`config.mk`:
```
export PLATFORM = sky130hd
export DESIGN_NAME = lock_sequencer
export DESIGN_NICKNAME = d
export VERILOG_FILES = /design/src/rtl/lock_sequencer.sv
export SDC_FILE = /design/constraint.sdc
export NUM_CORES = 1
export LEC_CHECK = 0
export BUFFER_PORTS_ARGS = -buffer_cell sky130_fd_sc_hd__buf_2
export CAP_MARGIN = 10
export CORE_MARGIN = 5
export CORE_UTILIZATION = 40
export CTS_BUF_LIST = sky130_fd_sc_hd__clkbuf_4 sky130_fd_sc_hd__clkbuf_8
export DETAILED_ROUTE_END_ITERATION = 6
export PLACE_DENSITY = 0.6
export SETUP_SLACK_MARGIN = 0.02
export SLEW_MARGIN = 20
export SYNTH_ARGS = -nofsm -noshare
export SYNTH_HDL_FRONTEND = slang
export SYNTH_SLANG_ARGS = --single-unit
export TNS_END_PERCENT = 100
```
`constraint.sdc`:
```
create_clock -name clk -period 4.55 [get_ports clk]
set_input_delay 0.91 -clock clk [delete_from_list [all_inputs] [get_ports clk]]
set_output_delay 0.91 -clock clk [all_outputs]
set_load 0.1 [all_outputs]
```
`src/rtl/lock_sequencer.sv`:
```
// lock_sequencer
//   Entry/compare/lockout sequencer for the switch-entry combination lock.
//   One debounced enter pulse delivers one digit. The entered sequence is
//   checked against a programmable stored combination. Failed attempts are
//   counted, and reaching MAX_FAILS starts a timed lockout. The combination
//   can be re-programmed while the lock is open.
//
// Parameters
//   DIGITS          combination length (2..8)
//   MAX_FAILS       failed attempts that trigger lockout (1..7)
//   LOCKOUT_CYCLES  lockout duration in clk cycles (>= 2)
//
// Ports
//   clk          clock
//   reset        synchronous, active-high; clears all state
//   digit_in     BCD digit on the switches
//   enter        single-cycle pulse; accepts digit_in
//   lock_req     single-cycle pulse; re-lock from OPEN, abort PROG
//   program_req  single-cycle pulse; enter PROG from OPEN
//   mode         0 ENTRY, 1 OPEN, 2 SHUT, 3 PROG, 4 LOCKOUT
//   digit_idx    index of the next digit expected
//   fail_count   consecutive failed attempts (saturates at MAX_FAILS)
//   unlocked     high only in OPEN
//   alarm        high only in LOCKOUT
//   digit_err    one-cycle pulse for an enter with digit_in > 9 (ENTRY/PROG)

module lock_sequencer #(
    parameter int DIGITS         = 6,
    parameter int MAX_FAILS      = 3,
    parameter int LOCKOUT_CYCLES = 50_000_000
) (
    input  logic       clk,
    input  logic       reset,
    input  logic [3:0] digit_in,
    input  logic       enter,
    input  logic       lock_req,
    input  logic       program_req,
    output logic [2:0] mode,
    output logic [2:0] digit_idx,
    output logic [2:0] fail_count,
    output logic       unlocked,
    output logic       alarm,
    output logic       digit_err
);

    typedef enum logic [2:0] {
        ST_ENTRY   = 3'd0,
        ST_OPEN    = 3'd1,
        ST_SHUT    = 3'd2,
        ST_PROG    = 3'd3,
        ST_LOCKOUT = 3'd4
    } state_t;

    localparam int CW = $clog2(LOCKOUT_CYCLES + 1);

    state_t        state, state_nxt;
    logic [2:0]    idx, idx_nxt;
    logic [2:0]    fails, fails_nxt;
    logic          miss, miss_nxt;
    logic [CW-1:0] lock_cnt, lock_cnt_nxt;
    logic          err_nxt;
    logic          wr_en;
    logic          unlocked_q, alarm_q, digit_err_q;
    logic [3:0]    comb [DIGITS];

    logic          valid;
    logic          last;
    logic          digit_miss;
    logic [3:0]    fails_inc;

    // Reset combination 8,3,8,4,8,2, truncated or zero-padded to DIGITS.
    function automatic logic [3:0] default_digit(input int unsigned i);
        case (i)
            0:       return 4'd8;
            1:       return 4'd3;
            2:       return 4'd8;
            3:       return 4'd4;
            4:       return 4'd8;
            5:       return 4'd2;
            default: return 4'd0;
        endcase
    endfunction

    assign valid      = enter && (digit_in <= 4'd9);
    assign last       = (idx == 3'(DIGITS - 1));
    assign digit_miss = (digit_in != comb[idx]);
    assign fails_inc  = {1'b0, fails} + 4'd1;

    always_comb begin
        state_nxt    = state;
        idx_nxt      = idx;
        fails_nxt    = fails;
        miss_nxt     = miss;
        lock_cnt_nxt = lock_cnt;
        err_nxt      = 1'b0;
        wr_en        = 1'b0;

        case (state)
            ST_ENTRY: begin
                if (enter && !valid) begin
                    err_nxt = 1'b1;
                end else if (valid) begin
                    if (last) begin
                        // Final digit: decide using this digit's compare
                        // together with everything accumulated so far.
                        idx_nxt  = '0;
                        miss_nxt = 1'b0;
                        if (!(miss || digit_miss)) begin
                            state_nxt = ST_OPEN;
                            fails_nxt = '0;
                        end else if (fails_inc >= 4'(MAX_FAILS)) begin
                            state_nxt    = ST_LOCKOUT;
                            fails_nxt    = 3'(MAX_FAILS);
                            lock_cnt_nxt = CW'(LOCKOUT_CYCLES);
                        end else begin
                            state_nxt = ST_SHUT;
                            fails_nxt = fails_inc[2:0];
                        end
                    end else begin
                        idx_nxt  = idx + 3'd1;
                        miss_nxt = miss || digit_miss;
                    end
                end
            end

            ST_SHUT: begin
                // The enter that leaves SHUT is not taken as a digit.
                if (enter) state_nxt = ST_ENTRY;
            end

            ST_OPEN: begin
                if (lock_req)         state_nxt = ST_ENTRY;
                else if (program_req) state_nxt = ST_PROG;
            end

            ST_PROG: begin
                // An abort wins over a digit arriving in the same cycle.
                if (lock_req) begin
                    state_nxt = ST_ENTRY;
                    idx_nxt   = '0;
                end else if (enter && !valid) begin
                    err_nxt = 1'b1;
                end else if (valid) begin
                    wr_en = 1'b1;
                    if (last) begin
                        state_nxt = ST_OPEN;
                        idx_nxt   = '0;
                    end else begin
                        idx_nxt = idx + 3'd1;
                    end
                end
            end

            ST_LOCKOUT: begin
                // Loaded with LOCKOUT_CYCLES on entry; leaving when the count
                // reads 1 gives exactly LOCKOUT_CYCLES cycles in this state.
                if (lock_cnt <= CW'(1)) begin
                    state_nxt    = ST_ENTRY;
                    fails_nxt    = '0;
                    lock_cnt_nxt = '0;
                end else begin
                    lock_cnt_nxt = lock_cnt - CW'(1);
                end
            end

            default: begin
                state_nxt = ST_ENTRY;
                idx_nxt   = '0;
                miss_nxt  = 1'b0;
            end
        endcase
    end

    always_ff @(posedge clk) begin
        if (reset) begin
            state       <= ST_ENTRY;
            idx         <= '0;
            fails       <= '0;
            miss        <= 1'b0;
            lock_cnt    <= '0;
            unlocked_q  <= 1'b0;
            alarm_q     <= 1'b0;
            digit_err_q <= 1'b0;
            for (int unsigned i = 0; i < DIGITS; i++) begin
                comb[i] <= default_digit(i);
            end
        end else begin
            state       <= state_nxt;
            idx         <= idx_nxt;
            fails       <= fails_nxt;
            miss        <= miss_nxt;
            lock_cnt    <= lock_cnt_nxt;
            unlocked_q  <= (state_nxt == ST_OPEN);
            alarm_q     <= (state_nxt == ST_LOCKOUT);
            digit_err_q <= err_nxt;
            if (wr_en) comb[idx] <= digit_in;
        end
    end

    assign mode       = state;
    assign digit_idx  = idx;
    assign fail_count = fails;
    assign unlocked   = unlocked_q;
    assign alarm      = alarm_q;
    assign digit_err  = digit_err_q;

endmodule

```
==> metrics.txt <==
VDD IR max=143 uV; TritonCTS Buffers=9; port buffer count=20; RD Place Congestion=0.835; Setup WS post-layout=~1.3 ns; period utilization=0.715; global-route wire length before repair=~15 mm; CP top delay family=simple AND/OR/NAND/NOR gates; cell repeated most along the worst path=nor3_1; Detailed Route Iter0 Violations=214; Synth area leaders=edfxtp_1 26%, dfxtp_1 23%, mux2i_1 4.8%, nor2_1 4.4%, a21oi_1 3.5%; grt ovf=0; WL/cell=17.6 um; CP required=4.61 ns; pwr/cell area=315 mW/mm^2; Ports=21; cts repair resizes=0; worst hold path depth=2; die extent in y=107 um; largest net degree at the start of global routing=38; leak pwr=~1.5 nW; Unique masters post-synth=52; final instance area=0.00411 sq mm; synthesized area per cell=9.89 sq um; Cells after Synth=377; MaxCap Viol Count=0; top cell type's share of synthesized area=0.258; worst slew pin tran=0.858 ns; area leader, netlist=edfxtp_1; #FFs+latches synth=74; DRT Pass-1 Iters=5; FILL cells=roughly 870; Initial Utilization=0.408; HPWL after DPL=6.30 mm; total clock sinks=74; # hold bufs at CTS=0; Max Clock Freq=between 300 and 400 MHz; Clock Power Share=0.400; Clock Path Buffers=2; CTS tree=done; Crit. End Element=flip-flop; CP peak stage delay=0.59 ns; Layout area overhead=10.2%; Post-CTS Setup Inserts=0; total track usage=0.167; Final Setup Violations=0; std cell rows=35; critical path type=input pin to flip-flop; Via density=5.80; Final Hold Vio Count=0; final WL=8.97 mm; die extent in x=107 um; CP arrival=3.32 ns; die footprint=between 0.01 and 0.015 sq mm; RSZ-0062 raised after global routing=no; worst-path cell chain=buf_2, o21ai_0, nand2_1, nor3_1, nand2b_1, nor3_1, or2_2; total negative slack=0 ns; clk_lat worst skew=0.36 ns; Routed Antenna Nets=0; most frequent cell after synthesis=nor2_1; Max transition margin=0.427; Buf/Inv on CP=1; Synthesis Warnings=0; Nets=approximately 410; placed instance area=0.00391 sq mm; top cells by count, synth=44 x nor2_1, 42 x dfxtp_1, 32 x edfxtp_1, 26 x a21oi_1, 24 x nand2_1; core box area=slightly above 0.009 sq mm; power share of the combinational group=0.053; fin crit period=about 3.3 ns; count of flip-flops with a built-in enable after synthesis=32; Synth Net Count=390; via count=2959; status=finished clean; worst r2r path cells=7; CTS root buffer=clkbuf_8; Final Hold Slack=0.483 ns; ys flop type=dfxtp_1; Clock H-tree levels=3; Setup Slack @ Placement=between 1 and 1.5 ns; CTS clk-pin slew, worst paths=0.08 ns; initial antenna violation count=0; DRC Markers=0; Hold Crit Class=flip-flop to flip-flop; Sw Pwr=0.316 mW; Sw Share=0.244; share of flip-flops with an asynchronous set or reset=0; Flop pwr share=0.547; slowest CP cell=nor3_1; CP startpoint kind=input pin; post-synthesis sequential area ratio=0.483; Int Power=between 0.9 and 1 mW; share of layout cells above drive strength 1=0.143; Overall Power=1.30 mW; CP Depth=7; final slew viol count=0; Worst Path Max Fanout=8; vias in the first global route=2898; n_diodes=0; Mapped Area=approximately 0.0037 sq mm; Worst Skew=0.0112 ns
cells by family (layout without fill, tap and decap cells):
family                     Yosys count  count (layout)  share of synthesized area
and+or+nand+nor                    160             160                      0.224
AOI/OAI and AO/OA                   87              87                      0.163
xor gates and xnor gates             6               6                     0.0141
DFF                                 74              74                      0.483
adders and majority gates            4               4                     0.0134
muxes                               22              22                     0.0725
buffers and inverters               24              46                     0.0302
final timing paths:
check / endpoint / slack, ns / startpoint
max: comb[0][1]$_SDFFCE_PN0P_ / 1.30 / digit_in[2]
min: lock_cnt[6]$_SDFFE_PP0P_ / 0.48 / lock_cnt[6]$_SDFFE_PP0P_
max reg2reg: lock_cnt[19]$_SDFFE_PP0P_ / 1.30 / flip-flop
min reg2reg: lock_cnt[6]$_SDFFE_PP0P_ / 0.48 / lock_cnt[6]$_SDFFE_PP0P_
state kept, by name (all words and copies together), names as in the netlist, named ones only:
signal	flops
comb	32
lock_cnt	26
digit_idx	3
fail_count	3
mode	3
alarm	1
digit_err	1
miss	1
unlocked	1
power groups by stage:
| stage | registers, mW | logic, mW | clock network, mW |
|---|---|---|---|
| 2_1_floorplan | 0.727 | 0.0451 | 0 |
| 5_1_grt | 0.710 | 0.0741 | 0.564 |
| 6_report | 0.708 | 0.0691 | 0.518 |
| 3_5_place_dp | 0.724 | 0.0687 | 0 |
| 4_1_cts | 0.708 | 0.0691 | 0.534 |
| 3_3_place_gp | 0.724 | 0.0683 | 0 |
layer usage:
layer  share of wire  wire (um)  vias up  global-route usage
met5               0          0        -                   0
met4           0.010         94        0              0.0502
met3           0.047        419       14              0.0395
met2            0.49       4360       69               0.279
met1            0.46       4090     1430               0.215
li1                -          -     1446                   -
through the flow:
step / std cells / utilization
after floorplan: 377 / -
after global placement: 494 / 0.427
after detailed placement: 494 / 0.427
after CTS: 510 / 0.449
after global routing: 510 / 0.449
final: 510 / 0.449
worst min-delay path, cell delays in order (launching register included):
cell and delay [ns]:
dfxtp_1 0.32, o41ai_1 0.06, o31ai_1 0.06
cells in the final DEF, fill, tap and decap left out, types with 9 or more instances in the layout:
master    instances
nor2_1           44
dfxtp_1          42
edfxtp_1         32
a21oi_1          26
nand2_1          24
and2_1           20
buf_2            20
mux2i_1          18
o21ai_0          15
nor3_1           12
or3_1            11
nor4_1           11
clkbuf_8          9
cell type report:
cell class | count | area (sq um) | area share
clock buffer | 9 | 124 | 0.0301
inverter | 8 | 30.0 | 0.00731
tap | 111 | 139 | 0.0338
clock inverter | 7 | 77.6 | 0.0189
multi-input combinational | 279 | 1820 | 0.443
sequential | 74 | 1800 | 0.438
timing repair buffer | 22 | 115 | 0.0280
Note: power is estimated with default switching activity, not from simulation.
